<file path="src/rtl/qe_m_pkg.sv">
`default_nettype none
// ============================================================================
//  Module      : qe_m_pkg
//  Description : Shared widths and mode encodings for the qe_m arithmetic
//                unit (quadratic evaluator / multiply-accumulate).
//  Contents    : DATA_W   - operand width
//                RES_W    - result / accumulator width
//                MODE_QE  - mode value selecting a*x^2 + b*x + c
//                MODE_MAC - mode value selecting accumulate of a*x
//  Revision    : 1.0 - initial release
// ============================================================================
package qe_m_pkg;

    localparam int   DATA_W   = 8;
    localparam int   RES_W    = 16;

    localparam logic MODE_QE  = 1'b0;
    localparam logic MODE_MAC = 1'b1;

endpackage : qe_m_pkg
`default_nettype wire

</file>
<file path="src/rtl/qe_m_stage1.sv">
`default_nettype none
// ============================================================================
//  Module      : qe_m_stage1
//  Description : First pipeline stage of qe_m. Registers the full-width
//                products x^2, a*x and b*x together with the operands still
//                needed downstream (a, c) and the sideband (mode, last, valid).
//  Ports       : clk, reset          - clock, async active-high reset
//                i_a, i_b, i_c, i_x  - 8-bit unsigned operands
//                i_mode, i_valid,
//                i_last              - sample sideband
//                o_x_sq, o_ax, o_bx  - registered 16-bit products
//                o_a, o_c            - registered operands
//                o_mode, o_last,
//                o_valid             - registered sideband
//  Revision    : 1.0 - initial release
// ============================================================================
module qe_m_stage1
    import qe_m_pkg::*;
(
    input  logic              clk,
    input  logic              reset,
    input  logic [DATA_W-1:0] i_a,
    input  logic [DATA_W-1:0] i_b,
    input  logic [DATA_W-1:0] i_c,
    input  logic [DATA_W-1:0] i_x,
    input  logic              i_mode,
    input  logic              i_valid,
    input  logic              i_last,
    output logic [RES_W-1:0]  o_x_sq,
    output logic [RES_W-1:0]  o_ax,
    output logic [RES_W-1:0]  o_bx,
    output logic [DATA_W-1:0] o_a,
    output logic [DATA_W-1:0] o_c,
    output logic              o_mode,
    output logic              o_last,
    output logic              o_valid
);

    // 8x8 products are exact in 16 bits.
    logic [RES_W-1:0] w_x_sq;
    logic [RES_W-1:0] w_ax;
    logic [RES_W-1:0] w_bx;

    assign w_x_sq = {8'd0, i_x} * {8'd0, i_x};
    assign w_ax   = {8'd0, i_a} * {8'd0, i_x};
    assign w_bx   = {8'd0, i_b} * {8'd0, i_x};

    // Data registers only load on a valid sample; the valid bit always
    // follows the input so a dropped sample cannot reach stage 2.
    always_ff @(posedge clk or posedge reset) begin
        if (reset) begin
            o_x_sq  <= '0;
            o_ax    <= '0;
            o_bx    <= '0;
            o_a     <= '0;
            o_c     <= '0;
            o_mode  <= MODE_QE;
            o_last  <= 1'b0;
            o_valid <= 1'b0;
        end else begin
            o_valid <= i_valid;
            if (i_valid) begin
                o_x_sq <= w_x_sq;
                o_ax   <= w_ax;
                o_bx   <= w_bx;
                o_a    <= i_a;
                o_c    <= i_c;
                o_mode <= i_mode;
                o_last <= i_last;
            end
        end
    end

endmodule : qe_m_stage1
`default_nettype wire

</file>
<file path="src/rtl/qe_m.sv">
`default_nettype none
// ============================================================================
//  Module      : qe_m
//  Description : Dual-mode 8-bit arithmetic unit, two-stage pipeline.
//                mode 0: result = a*x^2 + b*x + c (mod 2^16) per sample.
//                mode 1: accumulates a*x; the sample flagged last emits
//                        acc + a*x and clears the accumulator.
//                Latency 2 cycles, one sample per cycle, no back-pressure.
//  Ports       : clk        - clock, rising edge
//                reset      - asynchronous active-high reset
//                in_a..in_x - 8-bit unsigned operands
//                mode       - 0 quadratic, 1 MAC
//                valid_in   - operands form a sample this edge
//                last_input - final MAC term
//                valid_out  - one-cycle strobe, result is new
//                result     - 16-bit unsigned result, held between strobes
//  Revision    : 1.0 - initial release
// ============================================================================
module qe_m
    import qe_m_pkg::*;
(
    input  logic              clk,
    input  logic              reset,
    input  logic [DATA_W-1:0] in_a,
    input  logic [DATA_W-1:0] in_b,
    input  logic [DATA_W-1:0] in_c,
    input  logic [DATA_W-1:0] in_x,
    input  logic              mode,
    input  logic              valid_in,
    input  logic              last_input,
    output logic              valid_out,
    output logic [RES_W-1:0]  result
);

    logic [RES_W-1:0]  w_s1_x_sq;
    logic [RES_W-1:0]  w_s1_ax;
    logic [RES_W-1:0]  w_s1_bx;
    logic [DATA_W-1:0] w_s1_a;
    logic [DATA_W-1:0] w_s1_c;
    logic              w_s1_mode;
    logic              w_s1_last;
    logic              w_s1_valid;

    qe_m_stage1 u_stage1 (
        .clk     (clk),
        .reset   (reset),
        .i_a     (in_a),
        .i_b     (in_b),
        .i_c     (in_c),
        .i_x     (in_x),
        .i_mode  (mode),
        .i_valid (valid_in),
        .i_last  (last_input),
        .o_x_sq  (w_s1_x_sq),
        .o_ax    (w_s1_ax),
        .o_bx    (w_s1_bx),
        .o_a     (w_s1_a),
        .o_c     (w_s1_c),
        .o_mode  (w_s1_mode),
        .o_last  (w_s1_last),
        .o_valid (w_s1_valid)
    );

    // ------------------------------------------------------------------
    // Stage 2: sum / accumulate
    // ------------------------------------------------------------------
    logic [RES_W-1:0] r_acc;
    logic [RES_W-1:0] w_ax2_lo;
    logic [RES_W-1:0] w_quad;
    logic [RES_W-1:0] w_mac_sum;

    // a*x^2 is a 24-bit product, but the final sum is taken mod 2^16 and
    // carries only move upward, so its low 16 bits are all that matter.
    assign w_ax2_lo  = {8'd0, w_s1_a} * w_s1_x_sq;
    assign w_quad    = w_ax2_lo + w_s1_bx + {8'd0, w_s1_c};
    assign w_mac_sum = r_acc + w_s1_ax;

    // The accumulator feeds back within this stage, so back-to-back MAC
    // terms see the previous term's contribution without a hazard.
    always_ff @(posedge clk or posedge reset) begin
        if (reset) begin
            r_acc     <= '0;
            result    <= '0;
            valid_out <= 1'b0;
        end else begin
            valid_out <= 1'b0;
            if (w_s1_valid) begin
                if (w_s1_mode == MODE_QE) begin
                    result    <= w_quad;
                    valid_out <= 1'b1;
                end else if (w_s1_last) begin
                    result    <= w_mac_sum;
                    valid_out <= 1'b1;
                    r_acc     <= '0;
                end else begin
                    r_acc     <= w_mac_sum;
                end
            end
        end
    end

endmodule : qe_m
`default_nettype wire

</file>
<file path="config.mk">
export PLATFORM = sky130hd
export DESIGN_NAME = qe_m
export DESIGN_NICKNAME = d
export VERILOG_FILES = /design/src/rtl/qe_m_pkg.sv /design/src/rtl/qe_m_stage1.sv /design/src/rtl/qe_m.sv
export SDC_FILE = /design/constraint.sdc
export NUM_CORES = 1
export LEC_CHECK = 0
export CAP_MARGIN = 40
export CORE_MARGIN = 5
export CORE_UTILIZATION = 40
export DETAILED_ROUTE_END_ITERATION = 12
export PLACE_DENSITY = 0.56
export SLEW_MARGIN = 40
export SYNTH_ARGS = -nofsm -noshare
export SYNTH_HDL_FRONTEND = slang
export SYNTH_SLANG_ARGS = --single-unit
</file>
<file path="constraint.sdc">
create_clock -name clk -period 6.6 [get_ports clk]
set_input_delay 0.66 -clock clk [delete_from_list [all_inputs] [get_ports clk]]
set_output_delay 0.66 -clock clk [all_outputs]
set_load 0.1 [all_outputs]
</file>
Word level (Yosys, flattened, before mapping) --
Cells that the tools add are included.
Word-level totals: bits in registers 100, output and inout port bits 17
Operators by class: $add $sub $neg 3, reductions and logical operators 2, mux-type cells 6, eq/ne operators 1, multipliers 4
Operator list (count):
- $mul A8 B8 Y16 | 3
- $mux W16 | 3
- $add A16 B16 Y16 | 2
- $add A16 B8 Y16 | 1
- $mul A8 B16 Y16 | 1
- $reduce_and A2 Y1 | 2
- $mux W1 | 3
- $ne A2 B2 Y1 const B | 1

Logic depth before layout (Yosys ltp) --
Gate-level depths: netlist of run 1.
depth after elaboration 4, gate-level depth with buffers 21, gate-level depth less buffers 20

Cells and area by module --
Synthesis of run 1 repeated with hierarchy kept, for this count alone.
Unflattened totals: cells, all modules 1439, area, all modules 13720.7 µm²
Modules (own cells, without submodules):
- qe_m_stage1 | sequential area each 1651.6 µm², cells each 847, area an instance 8289.2 µm², instances 1
- qe_m | sequential area each 825.8 µm², cells each 592, area an instance 5431.5 µm², instances 1

Worst setup path after synthesis of run 1 --
No wires, ideal clock.
kind flip-flop to flip-flop, start reg u_stage1.o_a[0], end reg result[14], clock period less this slack 4923 ps, stages on the path, launching flop included 21, path buffers 1, data arrival time 4799 ps, setup time 124 ps, setup slack 1677 ps, required time 6476 ps, cell sequence dfrtp_1 > clkbuf_1 > nand2_1 > fa_1 > inv_1 > fa_1 > inv_1 > fa_1 > inv_1 > fa_1 > inv_1 > fa_1 > inv_1 > ha_1 > a21oi_1 > o21ai_1 > a2111oi_2 > o31ai_1 > xnor2_1 > nand3_1 > o221a_1
Between the ends: longest elaborated chain between the ends 4
Ends and longest elaborated chain:
- start: declaration | RTL line qe_m_stage1.sv:32 | output logic [DATA_W-1:0] o_a,
- start signal: assignment | RTL line qe_m_stage1.sv:66 | o_a <= i_a;
- $mul A8 B16 Y16 | RTL line qe_m.sv:74 | assign w_ax2_lo = {8'd0, w_s1_a} * w_s1_x_sq;
- $add A16 B16 Y16 | RTL line qe_m.sv:75 | assign w_quad = w_ax2_lo + w_s1_bx + {8'd0, w_s1_c};
- $add A16 B8 Y16 | RTL line qe_m.sv:75
- $mux W16 | RTL line qe_m.sv:88 | if (w_s1_mode == MODE_QE) begin
- end signal: assignment | RTL line qe_m.sv:89 | result <= w_quad;
- end signal: assignment | RTL line qe_m.sv:92 | result <= w_mac_sum;
- end: declaration | RTL line qe_m.sv:32 | output logic [RES_W-1:0] result
No other way between the ends. A chain may end at the register's enable or synchronous reset.

Worst setup path in the final report of run 1 --
Ends and elaborated chain as after synthesis.

==> results of run 1 <==
registers in the layout, indices dropped and copies added, names as in the netlist:
name and flops:
r_acc 16, result 16, u_stage1.o_ax 16, u_stage1.o_bx 16, u_stage1.o_x_sq 15, u_stage1.o_a 8, u_stage1.o_c 8, u_stage1.o_last 1
u_stage1.o_mode 1, u_stage1.o_valid 1, valid_out 1
kinds of logic after synthesis:
| kind of cell | Yosys count | synth area share |
|---|---|---|
| AOI/OAI and AO/OA | 184 | 0.09151 |
| xor gates and xnor gates | 80 | 0.05272 |
| adders and majority gates | 331 | 0.4093 |
| buffers and inverters | 270 | 0.07635 |
| DFF | 99 | 0.1864 |
| muxes | 49 | 0.04105 |
| other | 1 | 0.0002822 |
| and+or+nand+nor | 387 | 0.1423 |
final timing paths:
path / end / slack (ns) / cells past startpoint
max in group asynchronous: u_stage1.o_x_sq[3] / 4.97 / 3
hold / removal: result[1] / 0.47 / 2
setup reg to reg: result[14] / 1.19 / 19
setup / recovery: result[14] / 1.19 / 19
hold reg to reg: result[1] / 0.47 / 2
min in group asynchronous: u_stage1.o_c[3] / 0.60 / 2
worst max-delay path: stages (launching register included):
cell       delay [ns]
dfrtp_1          0.67
buf_4            0.25
nand2_1          0.08
fa_1             0.51
inv_1            0.05
fa_1             0.45
ha_1             0.30
fa_1             0.48
inv_1            0.05
fa_1             0.48
inv_1            0.05
ha_1             0.32
o21a_1           0.14
a21oi_1          0.21
o21ai_1          0.16
a2111oi_2        0.37
o31ai_1          0.15
xnor2_1          0.29
nand3_1          0.14
o221a_1          0.13
layout make-up:
type | count | area, µm² | area share
clock buffer | 10 | 239.0 | 0.01646
clock inverter | 5 | 45.04 | 0.003102
inverter | 226 | 850.8 | 0.05860
multi-input combinational | 1035 | 9812 | 0.6758
sequential | 99 | 2479 | 0.1707
tap | 442 | 553.0 | 0.03809
timing repair buffer | 66 | 540.5 | 0.03723
cells in the final DEF (no fill, tap or decap), types with 4 or more instances in the layout:
master           instances
a211oi_1                 8
a21o_1                  27
a21oi_1                 47
a22o_1                  14
a31oi_1                  5
and2_1                 133
and3_1                   4
buf_2                   19
buf_4                   12
clkbuf_16                9
clkdlybuf4s50_1         33
conb_1                   4
dfrtp_1                 98
fa_1                   173
ha_1                   158
inv_1                  224
mux2_2                  40
mux2i_1                  8
nand2_1                168
nand3_1                 13
nor2_1                  31
nor2b_1                  4
nor3_1                  15
o21a_1                   7
o21ai_0                 43
o21bai_1                 6
or2_2                    4
or3_1                    6
xnor2_1                 60
xor2_1                  20
metrics by stage:
step | cell area (µm²) | instances | hold slack, ns | utilization
floorplan | 13300 | 1404 | 0.4551 | -
global placement | 14310 | 1867 | 0.4651 | 0.4376
detailed placement | 14240 | 1868 | 0.4650 | 0.4353
CTS | 14520 | 1883 | 0.4823 | 0.4440
global route | 14520 | 1883 | 0.5118 | 0.4440
finish | 14520 | 1883 | 0.4749 | 0.4440
layer usage:
layer  up-vias  track usage
li1       4530            -
met1      4683       0.2513
met2       102       0.2769
met3        19      0.01357
met4         0      0.03401
met5         -            0
==> flow_summary_export.csv, run 1 <==
group,metric,value,unit
route,routedWlPerCell,15.62,µm
timing,setup_tns,0,ns
setup_path,cp-start-kind,"flip-flop",
route,first_pass_iters,4,
clock_network,worstSkewPairLatency,0.36,ns
setup_path,cp-end-kind,"flip-flop",
route,top_layer,"met4",
global_routing,overflow,0,
die,start_util,0.4064,
clock_network,clk_pin_slew_worst_paths,0.08,ns
synthesis,synth_warnings,0,
synthesis,synthTopCellsByCount,"inv_1, fa_1, nand2_1",
timing,skew,0.01112,ns
timing,setup_violations,0,
synthesis,synth-seq-cells,99,
die,die_x,192.3,µm
synthesis,synthTopCellsByArea,"fa_1, dfrtp_1, ha_1, inv_1, and2_1",
clock_network,root_buffer,"clkbuf_16",
route,viasPerCell,4.957,
route,drt_iter0_drc,367,
synthesis,synth_edf_count,0,
setup_path,crit_path_start,"u_stage1.o_a[0]",
timing,hold_viol,0,
timing,tightest_slew,0.7318,ns
die,fp.dieH,192.3,µm
synthesis,syn_area_per_cell,9.486,µm²
route,wl,29.42,mm
cells_and_area,antenna_cells,0,
die,die-area,36970,µm²
run_status,status,"finished, final reports clean",
route,wl_met3,685,µm
global_routing,grt_pass1_wl,50.76,mm
synthesis,synth_cell_type_count,49,
synthesis,syn_inst,1401,
cells_and_area,area_delta_synth_final,9.245,%
global_routing,grt_pass1_vias,9739,
placement,hpwlAfterDp,23.88,mm
timing,rsz0062_at_grt,"no",
clock_network,cts_buffer_depth,2,
clock_network,hold_buffers,0,
setup_path,cp_data_arrival_time,5.66,ns
die,pin_count,54,
route,dr_wl_met2,13.38,mm
synthesis,async_flop_share,1.000,
route,dr_total_vias,9334,
clock_network,cts_tree,"built",
timing,slew_headroom,0.5110,
synthesis,synth_most_common_cell,"inv_1",
timing,finalCriticalPeriod,5.409,ns
synthesis,synth_top_area_cell,"fa_1",
global_routing,grt_usage,0.1702,
cells_and_area,drive_above_1_share,0.07287,
placement,io_buffers,53,
min_path,hold_class,"reg2reg",
global_routing,grt_max_degree,79,
setup_path,worstPathRequired,6.85,ns
setup_path,regToRegStartpoint,"u_stage1.o_a[0]",
clock_network,ctsResizeCount,0,
timing,maxSlewViolCount,0,
setup_path,worstPathMaxFanout,12,
synthesis,netlist_area,13290,µm²
timing,clock.fmax,184.9,MHz
setup_path,crit_type,"reg2reg",
job,cap_violations,0,
clock_network,cts_sinks,99,
cells_and_area,fillerInstances,3239,
die,core-area,32700,µm²
clock_network,postCtsSetupBuffers,0,
synthesis,ys.flop_type,"dfrtp_1",
cells_and_area,finalNetCount,1805,
placement,gp_congestion,0.8135,
clock_network,numCtsBuffers,9,
timing,fin_ws,1.191,ns
min_path,worstHoldStart,"result[1]",
timing,finalCritPeriodShare,0.8195,
global_routing,antenna_found_initial,0,
route,drc,0,
clock_network,cts_max_level,3,
synthesis,yosysSeqAreaShare,0.1864,
route,wl_met1,15.00,mm
die,rows,66,
placement,dpl_worst_slack,0.9352,ns
synthesis,synth_top_area_share,0.2606,
route,ant_nets,0,
Power of run 1 is not shown: default switching activity piles up to over one toggle a cycle in this logic, so the estimate is an artifact.
==> inputs of run 2 (changes only) <==
- PLACE_DENSITY: 0.56 -> 0.58
- clock period: 6.6 -> 4.4 ns (I/O delays scaled with it)
==> flow_summary_export.csv, run 2 (synthesized netlist as in run 1, its figures left out) <==
group,metric,value,unit
run_status,status,"finished with violations",
run_status,violations,"negative setup slack",
die,pin_count,54,
timing,skew,0.01037,ns
cells_and_area,final_common_cell,"inv_1",
timing,finalCritPeriodShare,1.056,
global_routing,grt_pass1_vias,10424,
route,ant_nets,0,
route,drt_iter0_drc,445,
setup_path,critPathMostFrequentCell,"fa_1",
global_routing,grt_max_degree,86,
setup_path,cp-start-kind,"flip-flop",
setup_path,crit_chain,"nand2_2 -> fa_1 -> inv_1 -> fa_1 -> inv_2 -> fa_1 -> inv_1 -> fa_1 -> inv_1 -> fa_1 -> inv_2 -> ha_4 -> buf_6 -> nand2_1 -> o21ai_4 -> a211oi_1 -> xor2_1 -> nor2_1 -> a21oi_1 -> o21ai_0",
die,core-area,32700,µm²
cells_and_area,antenna_cells,0,
setup_path,reg2reg_slack,-0.25,ns
die,rows,66,
setup_path,cp_slowest_cell,"fa_1",
route,drc,0,
timing,clock.fmax,215.2,MHz
placement,placed_cell_area,15530,µm²
cells_and_area,mostFrequentLayoutCells,"inv_1, fa_1, buf_4, nand2_1, ha_1",
setup_path,reg2reg_to,"result[10]",
placement,gp_congestion,0.8411,
setup_path,crit_end,"result[10]",
setup_path,crit_path_start,"u_stage1.o_a[1]",
clock_network,numCtsBuffers,9,
route,viasPerCell,4.862,
timing,slew_headroom,0.4828,
timing,tightest_slew,0.7758,ns
timing,setup_violations,10,
clock_network,worstSkewPairLatency,0.36,ns
clock_network,cts_buffer_depth,2,
route,wl,32.45,mm
global_routing,antenna_found_initial,0,
timing,finalCriticalPeriod,4.648,ns
cells_and_area,fin_area,16590,µm²
setup_path,crit_path_max_incr_delay,0.50,ns
timing,rsz0062_at_grt,"yes",
global_routing,overflow,0,
placement,io_buffers,53,
clock_network,cts_max_level,3,
die,start_util,0.4064,
cells_and_area,drive_above_1_share,0.2254,
cells_and_area,area_delta_synth_final,24.80,%
route,routedWlPerCell,15.70,µm
job,cap_violations,0,
clock_network,cts_sinks,99,
timing,maxSlewViolCount,0,
route,dr_total_vias,10044,
timing,fin_ws,-0.2479,ns
die,fp.dieH,192.3,µm
route,first_pass_iters,5,
die,die_x,192.3,µm
setup_path,regToRegStartpoint,"u_stage1.o_a[1]",
min_path,hold_class,"reg2reg",
global_routing,grt_pass1_wl,53.56,mm
placement,hpwlAfterDp,25.66,mm
global_routing,grt_usage,0.1815,
cells_and_area,finalNetCount,1988,
die,die-area,36970,µm²
clock_network,clk_pin_slew_worst_paths,0.07,ns
clock_network,cts_tree,"built",
setup_path,worstPathMaxFanout,4,
timing,hold_viol,0,
clock_network,root_buffer,"clkbuf_16",
setup_path,reg2reg_depth,20,
setup_path,cp_data_arrival_time,4.88,ns
setup_path,cp-end-kind,"flip-flop",
setup_path,crit_type,"reg2reg",
setup_path,worstPathRequired,4.64,ns
-- run 2: critical path: cells and delay by family, from the launching register on --
family,cells,cell delay (ns)
AO/OA/AOI/OAI,4,0.60
XOR/XNOR,1,0.25
adder cells (fa/ha/maj),6,2.67
flip-flops,1,0.42
buffers and inverters,6,0.36
AND/OR/NAND/NOR,3,0.23
-- run 2: how the worst min path moves through the flow --
stage	depth (start not counted)	to	start
after floorplan	2	r_acc[2]	r_acc[2]
after CTS	2	result[0]	result[0]
after detailed placement	2	result[0]	result[0]
after global placement	2	result[1]	result[1]
final	2	result[0]	result[0]
after global routing	2	result[10]	result[10]
-- run 2: per-stage QoR --
step	util	std cells	hold slack, ns	setup TNS [ns]	worst slack [ns]
after floorplan	-	1404	0.4551	-0.7915	-0.2692
after global placement	0.4772	2026	0.4635	-9.260	-0.4915
after detailed placement	0.4749	2026	0.4714	-11.27	-0.6256
after CTS	0.4936	2051	0.4881	-2.289	-0.3053
after global routing	0.5072	2066	0.5099	-3.711	-0.4230
final	0.5072	2066	0.4795	-1.853	-0.2479
-- run 2: final cells by class --
type	instances	area, µm²
Clock buffer	11	242.7
Clock inverter	4	56.30
Fill cell	3084	16120
Inverter	226	853.3
Multi-Input combinational cell	1035	10260
Sequential cell	99	2486
Tap cell	442	553.0
Timing Repair Buffer	249	2137
-- run 2: per-layer routing --
layer	vias to the layer above	wire length, µm	track usage
met4	0	556	0.04909
met5	-	0	0
li1	4894	-	-
met1	4948	15550	0.2611
met3	32	1200	0.01990
met2	170	15140	0.2926
-- run 2: what timing repair did --
item,4_1_cts,5_1_grt
setup endpoints to repair,21,26
gates cloned,3,0
pin swaps,26,46
gates resized for setup,46,90
hold buffers,0,0
buffers inserted,7,15
Power of run 2 is left out for the same reason.
